===== src/rtl/ptc_alarm_seq.sv =====
// rtl/ptc_alarm_seq.sv - Wishbone master sequencing PTC register writes for alarm levels
//
// Purpose: each accepted alarm-level change is turned into a fixed series of
// PTC register writes: CTRL<-STOP, then either CTRL<-OFF (level 0) or
// HRC<-period/2, LRC<-period, CTRL<-RUN (levels 1..3).
//
// Optional feature macro: PTC_SEQ_TIMEOUT_EN (bus timeout of TMO_CYC cycles,
// handled exactly like wbm_err_i). Without it the block waits forever.
//
// Ports:
//   wb_clk_i, wb_rst_i      clock, asynchronous active-high reset
//   lvl_i, lvl_vld_i        requested level and its one-cycle strobe
//   busy_o                  a programming sequence is in progress
//   cur_lvl_o               last level successfully programmed
//   err_o                   sticky: last sequence aborted by bus error/timeout
//   wbm_*                   Wishbone master write port toward the PTC
module ptc_alarm_seq #(
    parameter logic [31:0] PTC_BASE = 32'h0000_0000,
    parameter logic [31:0] LRC_L1   = 32'd50000,
    parameter logic [31:0] LRC_L2   = 32'd25000,
    parameter logic [31:0] LRC_L3   = 32'd10000,
    parameter logic [15:0] TMO_CYC  = 16'd255
) (
    input  logic        wb_clk_i,
    input  logic        wb_rst_i,
    input  logic [1:0]  lvl_i,
    input  logic        lvl_vld_i,
    output logic        busy_o,
    output logic [1:0]  cur_lvl_o,
    output logic        err_o,
    output logic        wbm_cyc_o,
    output logic        wbm_stb_o,
    output logic        wbm_we_o,
    output logic [31:0] wbm_adr_o,
    output logic [31:0] wbm_dat_o,
    output logic [3:0]  wbm_sel_o,
    input  logic [31:0] wbm_dat_i,
    input  logic        wbm_ack_i,
    input  logic        wbm_err_i
);

    typedef enum logic [2:0] {
        IDLE, W_STOP, W_HRC, W_LRC, W_RUN, W_OFF, GAP
    } state_t;

    localparam logic [31:0] CTRL_STOP = 32'h0000_0080;
    localparam logic [31:0] CTRL_OFF  = 32'h0000_0000;
    localparam logic [31:0] CTRL_RUN  = 32'h0000_0009;

    state_t      state_q, state_d;
    state_t      nxt_q, nxt_d;          // write to issue when GAP ends
    logic        cyc_q, cyc_d;
    logic [31:0] adr_q, adr_d;
    logic [31:0] dat_q, dat_d;
    logic        busy_q, busy_d;
    logic [1:0]  cur_q, cur_d;
    logic        err_q, err_d;
    logic [1:0]  tgt_q, tgt_d;          // level being programmed
    logic        pend_vld_q, pend_vld_d;
    logic [1:0]  pend_lvl_q, pend_lvl_d;
    logic        tmo_hit;

    function automatic logic [31:0] lrc_of(input logic [1:0] lvl);
        case (lvl)
            2'd1:    lrc_of = LRC_L1;
            2'd2:    lrc_of = LRC_L2;
            default: lrc_of = LRC_L3;
        endcase
    endfunction

    function automatic logic [31:0] wr_adr(input state_t s);
        case (s)
            W_HRC:   wr_adr = PTC_BASE + 32'h4;
            W_LRC:   wr_adr = PTC_BASE + 32'h8;
            default: wr_adr = PTC_BASE + 32'hC;
        endcase
    endfunction

    function automatic logic [31:0] wr_dat(input state_t s, input logic [1:0] lvl);
        case (s)
            W_STOP:  wr_dat = CTRL_STOP;
            W_HRC:   wr_dat = lrc_of(lvl) >> 1;
            W_LRC:   wr_dat = lrc_of(lvl);
            W_RUN:   wr_dat = CTRL_RUN;
            default: wr_dat = CTRL_OFF;
        endcase
    endfunction

`ifdef PTC_SEQ_TIMEOUT_EN
    logic [15:0] tmo_cnt_q;

    // Counts cycles with stb high; stb always drops between writes, so
    // clearing while stb is low restarts the count for every write.
    always_ff @(posedge wb_clk_i or posedge wb_rst_i) begin
        if (wb_rst_i)
            tmo_cnt_q <= 16'd0;
        else if (!cyc_q)
            tmo_cnt_q <= 16'd0;
        else
            tmo_cnt_q <= tmo_cnt_q + 16'd1;
    end

    // Fires on the edge that closes the TMO_CYC-th cycle of stb.
    assign tmo_hit = cyc_q && (tmo_cnt_q >= TMO_CYC - 16'd1);

    logic unused_sig;
    assign unused_sig = ^wbm_dat_i;
`else
    assign tmo_hit = 1'b0;

    logic unused_sig;
    assign unused_sig = ^{wbm_dat_i, TMO_CYC};
`endif

    always_ff @(posedge wb_clk_i or posedge wb_rst_i) begin
        if (wb_rst_i) begin
            state_q    <= IDLE;
            nxt_q      <= IDLE;
            cyc_q      <= 1'b0;
            adr_q      <= 32'd0;
            dat_q      <= 32'd0;
            busy_q     <= 1'b0;
            cur_q      <= 2'd0;
            err_q      <= 1'b0;
            tgt_q      <= 2'd0;
            pend_vld_q <= 1'b0;
            pend_lvl_q <= 2'd0;
        end else begin
            state_q    <= state_d;
            nxt_q      <= nxt_d;
            cyc_q      <= cyc_d;
            adr_q      <= adr_d;
            dat_q      <= dat_d;
            busy_q     <= busy_d;
            cur_q      <= cur_d;
            err_q      <= err_d;
            tgt_q      <= tgt_d;
            pend_vld_q <= pend_vld_d;
            pend_lvl_q <= pend_lvl_d;
        end
    end

    logic       bus_err;
    logic       bus_ack;
    logic       eff_vld;
    logic [1:0] eff_lvl;

    // Error wins over a simultaneous ack.
    assign bus_err = cyc_q && (wbm_err_i || tmo_hit);
    assign bus_ack = cyc_q && wbm_ack_i && !bus_err;
    // A strobe arriving on the completion edge is treated as pending.
    assign eff_vld = lvl_vld_i || pend_vld_q;
    assign eff_lvl = lvl_vld_i ? lvl_i : pend_lvl_q;

    always_comb begin
        state_d    = state_q;
        nxt_d      = nxt_q;
        cyc_d      = cyc_q;
        adr_d      = adr_q;
        dat_d      = dat_q;
        busy_d     = busy_q;
        cur_d      = cur_q;
        err_d      = err_q;
        tgt_d      = tgt_q;
        pend_vld_d = pend_vld_q;
        pend_lvl_d = pend_lvl_q;

        if (state_q != IDLE && lvl_vld_i) begin
            pend_vld_d = 1'b1;
            pend_lvl_d = lvl_i;
        end

        case (state_q)
            IDLE: begin
                if (lvl_vld_i && (lvl_i != cur_q || err_q)) begin
                    err_d   = 1'b0;
                    tgt_d   = lvl_i;
                    busy_d  = 1'b1;
                    state_d = W_STOP;
                    cyc_d   = 1'b1;
                    adr_d   = wr_adr(W_STOP);
                    dat_d   = wr_dat(W_STOP, lvl_i);
                end
            end

            GAP: begin
                state_d = nxt_q;
                cyc_d   = 1'b1;
                adr_d   = wr_adr(nxt_q);
                dat_d   = wr_dat(nxt_q, tgt_q);
            end

            W_STOP, W_HRC, W_LRC, W_RUN, W_OFF: begin
                if (bus_err) begin
                    cyc_d      = 1'b0;
                    err_d      = 1'b1;
                    busy_d     = 1'b0;
                    pend_vld_d = 1'b0;
                    state_d    = IDLE;
                end else if (bus_ack) begin
                    cyc_d   = 1'b0;
                    state_d = GAP;
                    case (state_q)
                        W_STOP:  nxt_d = (tgt_q == 2'd0) ? W_OFF : W_HRC;
                        W_HRC:   nxt_d = W_LRC;
                        W_LRC:   nxt_d = W_RUN;
                        default: begin
                            // Final write of the sequence.
                            cur_d      = tgt_q;
                            pend_vld_d = 1'b0;
                            if (eff_vld && eff_lvl != tgt_q) begin
                                tgt_d = eff_lvl;
                                nxt_d = W_STOP;
                            end else begin
                                busy_d  = 1'b0;
                                state_d = IDLE;
                            end
                        end
                    endcase
                end
            end

            default: begin
                state_d = IDLE;
                cyc_d   = 1'b0;
                busy_d  = 1'b0;
            end
        endcase
    end

    assign busy_o    = busy_q;
    assign cur_lvl_o = cur_q;
    assign err_o     = err_q;
    assign wbm_cyc_o = cyc_q;
    assign wbm_stb_o = cyc_q;
    assign wbm_we_o  = cyc_q;
    assign wbm_adr_o = adr_q;
    assign wbm_dat_o = dat_q;
    assign wbm_sel_o = {4{cyc_q}};

endmodule


===== config.mk =====
export PLATFORM = sky130hd
export DESIGN_NAME = ptc_alarm_seq
export DESIGN_NICKNAME = d
export VERILOG_FILES = /design/src/rtl/ptc_alarm_seq.sv
export SDC_FILE = /design/constraint.sdc
export NUM_CORES = 1
export LEC_CHECK = 0
export ABC_AREA = 1
export CAP_MARGIN = 15
export CORE_MARGIN = 2
export CORE_UTILIZATION = 31
export DETAILED_ROUTE_END_ITERATION = 12
export GPL_TIMING_DRIVEN = 0
export HOLD_SLACK_MARGIN = 0.1
export PLACE_DENSITY = 0.66
export SYNTH_ARGS = -nofsm -noshare
export SYNTH_HDL_FRONTEND = slang
export SYNTH_SLANG_ARGS = --single-unit

===== constraint.sdc =====
create_clock -name wb_clk_i -period 1.7 [get_ports wb_clk_i]
set_input_delay 0.51 -clock wb_clk_i [delete_from_list [all_inputs] [get_ports wb_clk_i]]
set_output_delay 0.51 -clock wb_clk_i [all_outputs]
set_load 0.02 [all_outputs]

Yosys cells after proc, flatten, opt, wreduce, memory -nomap -nowiden
Cells that the tools add are included.
{"block": "word_totals", "wordCells": 101, "input_bits": 39, "reg_bits": 80}
{"block": "classes", "n_bitwise": 3, "eq_ne": 23, "muxes": 40, "n_reduce_logical": 24}
{"operator": "$pmux W32 S2", "n": 2}
{"operator": "$mux W32", "n": 2}
{"operator": "$pmux W16 S4", "n": 1}
{"operator": "$pmux W16 S2", "n": 1}
{"operator": "$mux W3", "n": 7}
{"operator": "$pmux W3 S3", "n": 2}
{"operator": "$mux W1", "n": 14}
{"operator": "$eq A3 B2 Y1 const B", "n": 4}
{"operator": "$eq A3 B3 Y1 const B", "n": 4}
{"operator": "$mux W2", "n": 6}
{"operator": "$ne A2 B2 Y1 const B", "n": 6}
{"operator": "$ne A3 B3 Y1 const B", "n": 3}
{"operator": "$pmux W4 S2", "n": 1}
{"operator": "$reduce_and A4 Y1", "n": 2}
{"operator": "$eq A3 B1 Y1 const B", "n": 2}
{"operator": "$logic_and A1 B1 Y1", "n": 6}
{"operator": "$pmux W1 S3", "n": 2}
{"operator": "$reduce_and A6 Y1", "n": 1}
{"operator": "$reduce_and A5 Y1", "n": 1}
{"operator": "$reduce_or A5 Y1", "n": 1}
{"operator": "$ne A2 B2 Y1", "n": 2}
{"operator": "$pmux W2 S2", "n": 1}
{"operator": "$reduce_and A2 Y1", "n": 2}
{"operator": "$reduce_bool A2 Y1", "n": 2}
{"operator": "other kinds (12)", "n": 15}

Depth between registers and ports, before layout
{"block": "depth", "word_depth": 8, "mapped_depth": 12, "mapped_depth_nobuf": 12}

Worst setup path after synthesis
No wires, ideal clock.
{"block": "synth_path", "path_type": "register to register", "from": "reg cyc_q (netlist: wbm_cyc_o)", "to": "reg tgt_q[0]", "required_ns": 1.572, "arrival_time_ns": 1.301, "path_buffers": 0, "setup_slack_ns": 0.270, "stages_incl_launch_ff": 6, "cell_sequence": "dfrtp_1 nand2_1 nor2_4 nand3_1 o21ai_2 o21ai_0"}
{"block": "synth_between", "elab_chain_cells": 5}
{"item": "from (decl)", "line": "52", "rtl": "logic cyc_q, cyc_d;"}
{"item": "from (signal assigned)", "line": "131", "rtl": "cyc_q <= cyc_d;"}
{"item": "$logic_and A1 B1 Y1", "line": "149", "rtl": "assign bus_err = cyc_q && (wbm_err_i || tmo_hit);"}
{"item": "$logic_not A1 Y1", "line": "150", "rtl": "assign bus_ack = cyc_q && wbm_ack_i && !bus_err;"}
{"item": "$logic_and A1 B1 Y1", "line": "150"}
{"item": "$ne A2 B2 Y1 (no source line)"}
{"item": "$reduce_and A6 Y1 (no source line) *"}
{"item": "to (signal assigned)", "line": "137", "rtl": "tgt_q <= tgt_d;"}
{"item": "to (decl)", "line": "58", "rtl": "logic [1:0] tgt_q, tgt_d;"}
Mark *: on every way between the ends. The rest lies on a longest branch, timed or not.
A chain may end at the register's enable or synchronous reset.

Worst setup path after layout
{"block": "layout_path", "from": "in wbm_ack_i", "to": "reg tgt_q[1]"}
{"block": "layout_between", "elab_chain_cells": 4}
{"item": "from (decl)", "line": "38", "rtl": "input logic wbm_ack_i,"}
{"item": "$logic_and A1 B1 Y1 (2 in series)", "line": "150"}
{"item": "$ne A2 B2 Y1 (no source line)"}
{"item": "$reduce_and A6 Y1 (no source line)"}
No other way between the ends.

==> flow_summary.toml <==
[final_layout]
num_antenna_cells = 0
share_of_cells_above_drive_strength_1_pct = 25.6
area_growth_syn_to_layout_pct = 35.1
num-nets-final = 413
count_of_fill_cells_added_during_filler_insertion = 701
final-instance-count-excl-fill = 451

[detailed_routing]
first_pass_iters = 6
post-route-drc-count = 0
vias_per_cell = 4.05
initialDrtViolationCount = 55
detail_route.wl_per_cell_um = 9.90
drt-total-wl_mm = 4.46
antenna_left = 0
routed-via-count = 1826

[clock_tree]
clock_tree.buffer_depth = 2
source_to_sink_clock_delay_at_the_later_pin_of_the_worst_skew_pair_ps = 290
cts_tree = "done"
cts_htree_levels = 2
clkSinkCount = 32
cts.clk_slew.worst_paths_ps = 60
cts-root-buf = "clkbuf_8"
cts.hold.buffers_added = 0
cts_buffers = 5

[critical_path]
timing.critical_path.slowest_stage_cell = "clkdlybuf4s50_1"
critical_path_arrival_ps = 1740
timing.critical_path.buf_inv = 1
crit_path_start_kind = "input port"
ff2ff_path_depth = 6
worst_setup_path_end_kind = "flop"
cp.required_ps = 1860
critPathTopFamily = "simple AND/OR/NAND/NOR gates"
r2r_slack_ps = 180
crit_path_max_incr_delay_ps = 450
cp_cell_sequence = "clkdlybuf4s50_1 > nand2_1 > nor2_4 > nand3_2 > o21ai_4 > o21ai_0"
critical_path_class = "in2reg"
critical_path_depth = 6
worstPathMaxFanout = 6

[sta]
worst_clock_skew_ps = 5.63
tightestPinTransition_ps = 560
drv_slew = 0
max_clock_freq_mhz = 633
finalSetupViolations = 0
maxSlewHeadroom_pct = 62.7
hold_viol = 0
final_min_period_over_clock_period_pct = 92.9
layout_min_cycle_time_ps = 1580

[floorplan]
top_level_ports = 114
design.die.area_mm2 = 0.00752
design.core.area_mm2 = 0.00672
die_h_um = 86.7
die_w_um = 86.7
rows = 30
start_util_pct = 31.6

[pwr]
max-vdd-ir-drop_uv = 767
power_density_mw_per_mm2 = 1610
totalPowerFinal_mw = 4.61
leakage_nw = 1.64

[yosys]
synth_sequential_area_ratio_pct = 37.7
postSynthCellCount = 277
ys_top_cells_by_area = "dfrtp_1 (38%), buf_4 (19%), nand2_1 (11%), nand3_1 (5.4%), inv_1 (4.6%)"
synth.ff_latch_count = 32
synth.yosys.warnings = 0
avgSynthCellArea_um2 = 7.66
post_synth_instance_area_mm2 = 0.00212
yosysTopAreaCellShare_pct = 37.7
synth_top_area_cell = "dfrtp_1"
synth_cell_type_count = 24

[grt]
globalRoute.totalOverflow = 0
grt_start_max_net_pins = 21
grt_util_all_layers_pct = 12.0
first_global_vias = 1551
grt_first_pass_wirelength_mm = 7.09
number_of_antenna_violations_at_the_first_check_in_global_routing = 0

[placement]
detailedPlacementHpwl_mm = 3.51
instance_count_after_placement_with_tap_cells_included = 438
gpl.final_weighted_congestion = 0.752
placement.io_buffers = 33

[min_path]
hold_depth = 2
hold_crit_class = "reg2reg"

[run]
max-cap-violations = 0

[outcome]
outcome = "finished clean"
-- sequential cells by signal, summed over array words and instances (netlist names) --
signal      flops
tgt_q           2
wbm_adr_o       2
nxt_q           3
busy_o          1
err_o           1
pend_lvl_q      2
state_q         3
wbm_dat_o      14
cur_lvl_o       2
wbm_cyc_o       1
pend_vld_q      1
-- layer usage --
metal  vias up  GRT usage (%)  wire [um]
li1        964              -          -
met1       789           15.5       1980
met2        67           20.1       2140
met3         6           3.33        309
met4         0           2.56         38
met5         -              0          0
-- synth_stat cells, drive strengths merged --
cell type	instances
a21boi	1
a21oi	7
o211ai	2
nand2	67
a211oi	1
nor2	25
dfrtp	32
ha	4
conb	1
nand3	25
o221a	1
inv	28
a22oi	2
o21ai	23
buf	57
or2	1
-- through the flow --
stage          hold slack (ps)  TNS, ps  util [%]  area [um^2]  worst slack, ps
2_1_floorplan              495        0         -         2300              270
3_3_place_gp               457   -17840      40.6         2730             -394
3_5_place_dp               475    -8920      41.0         2760             -387
4_1_cts                    487        0      42.6         2860             21.7
5_1_grt                    524    -6.00      42.7         2870            -6.00
6_report                   476        0      42.7         2870              121
-- report_power, final --
group / total (mW) / switching, mW / leakage, nW / internal (mW)
Sequential: 1.31 / 0.243 / 0.404 / 1.07
Combinational: 2.58 / 1.59 / 1.18 / 0.990
Clock: 0.718 / 0.283 / 0.0552 / 0.435
-- layout make-up --
cell class	count	area (um^2)	share of cell area, %
buffer	57	435	15.2
clock buffer	6	72.6	2.53
clock inverter	2	35.0	1.22
inverter	28	105	3.66
multi-input combinational	207	980	34.2
sequential	32	802	28.0
tap	80	100	3.49
timing repair buffer	39	338	11.8
-- path summary, 6_finish.rpt --
kind                                        start                        to
setup / recovery                        wbm_ack_i      tgt_q[1]$_DFFE_PP0P_
hold / removal                 busy_o$_DFFE_PP0P_        busy_o$_DFFE_PP0P_
setup reg to reg           state_q[2]$_DFFE_PP0P_  wbm_dat_o[6]$_DFFE_PP0P_
hold reg to reg                busy_o$_DFFE_PP0P_        busy_o$_DFFE_PP0P_
max in group asynchronous                wb_rst_i     wbm_cyc_o$_DFFE_PP0P_
min in group asynchronous                wb_rst_i  wbm_dat_o[7]$_DFFE_PP0P_
-- repair_timing --
action | 4_1_cts | 5_1_grt
setup endpoints to repair | 44 | 19
buffers inserted | 3 | 2
hold endpoints to repair | 0 | 0
resized for setup | 37 | 11
pin swaps | 2 | 1
-- layout by cell type, fill, tap and decap left out, drive strengths merged, types with 3 or more instances in the layout --
cell and count:
o21ai 23, clkdlybuf4s50 3, ha 4, buf 64, conb 48, a21oi 7, nor2 25, dfrtp 32
clkbuf 12, nand3 25, nand2 67, dlygate4sd2 22, inv 28
-- worst min-delay path, delay by kind of cell, from the launching register on --
family           cells  cell delay, ps
flip-flops           1             350
AND/OR/NAND/NOR      2              90
-- cells by family after synthesis --
family	count (synthesis)	synth area share [%]
fa+ha+maj	4	2.36
flops	32	37.7
other cells	1	0.177
buf+inv	85	25.5
compound gates	37	9.91
simple gates	118	24.4
Power figures use the tool's default switching activity.
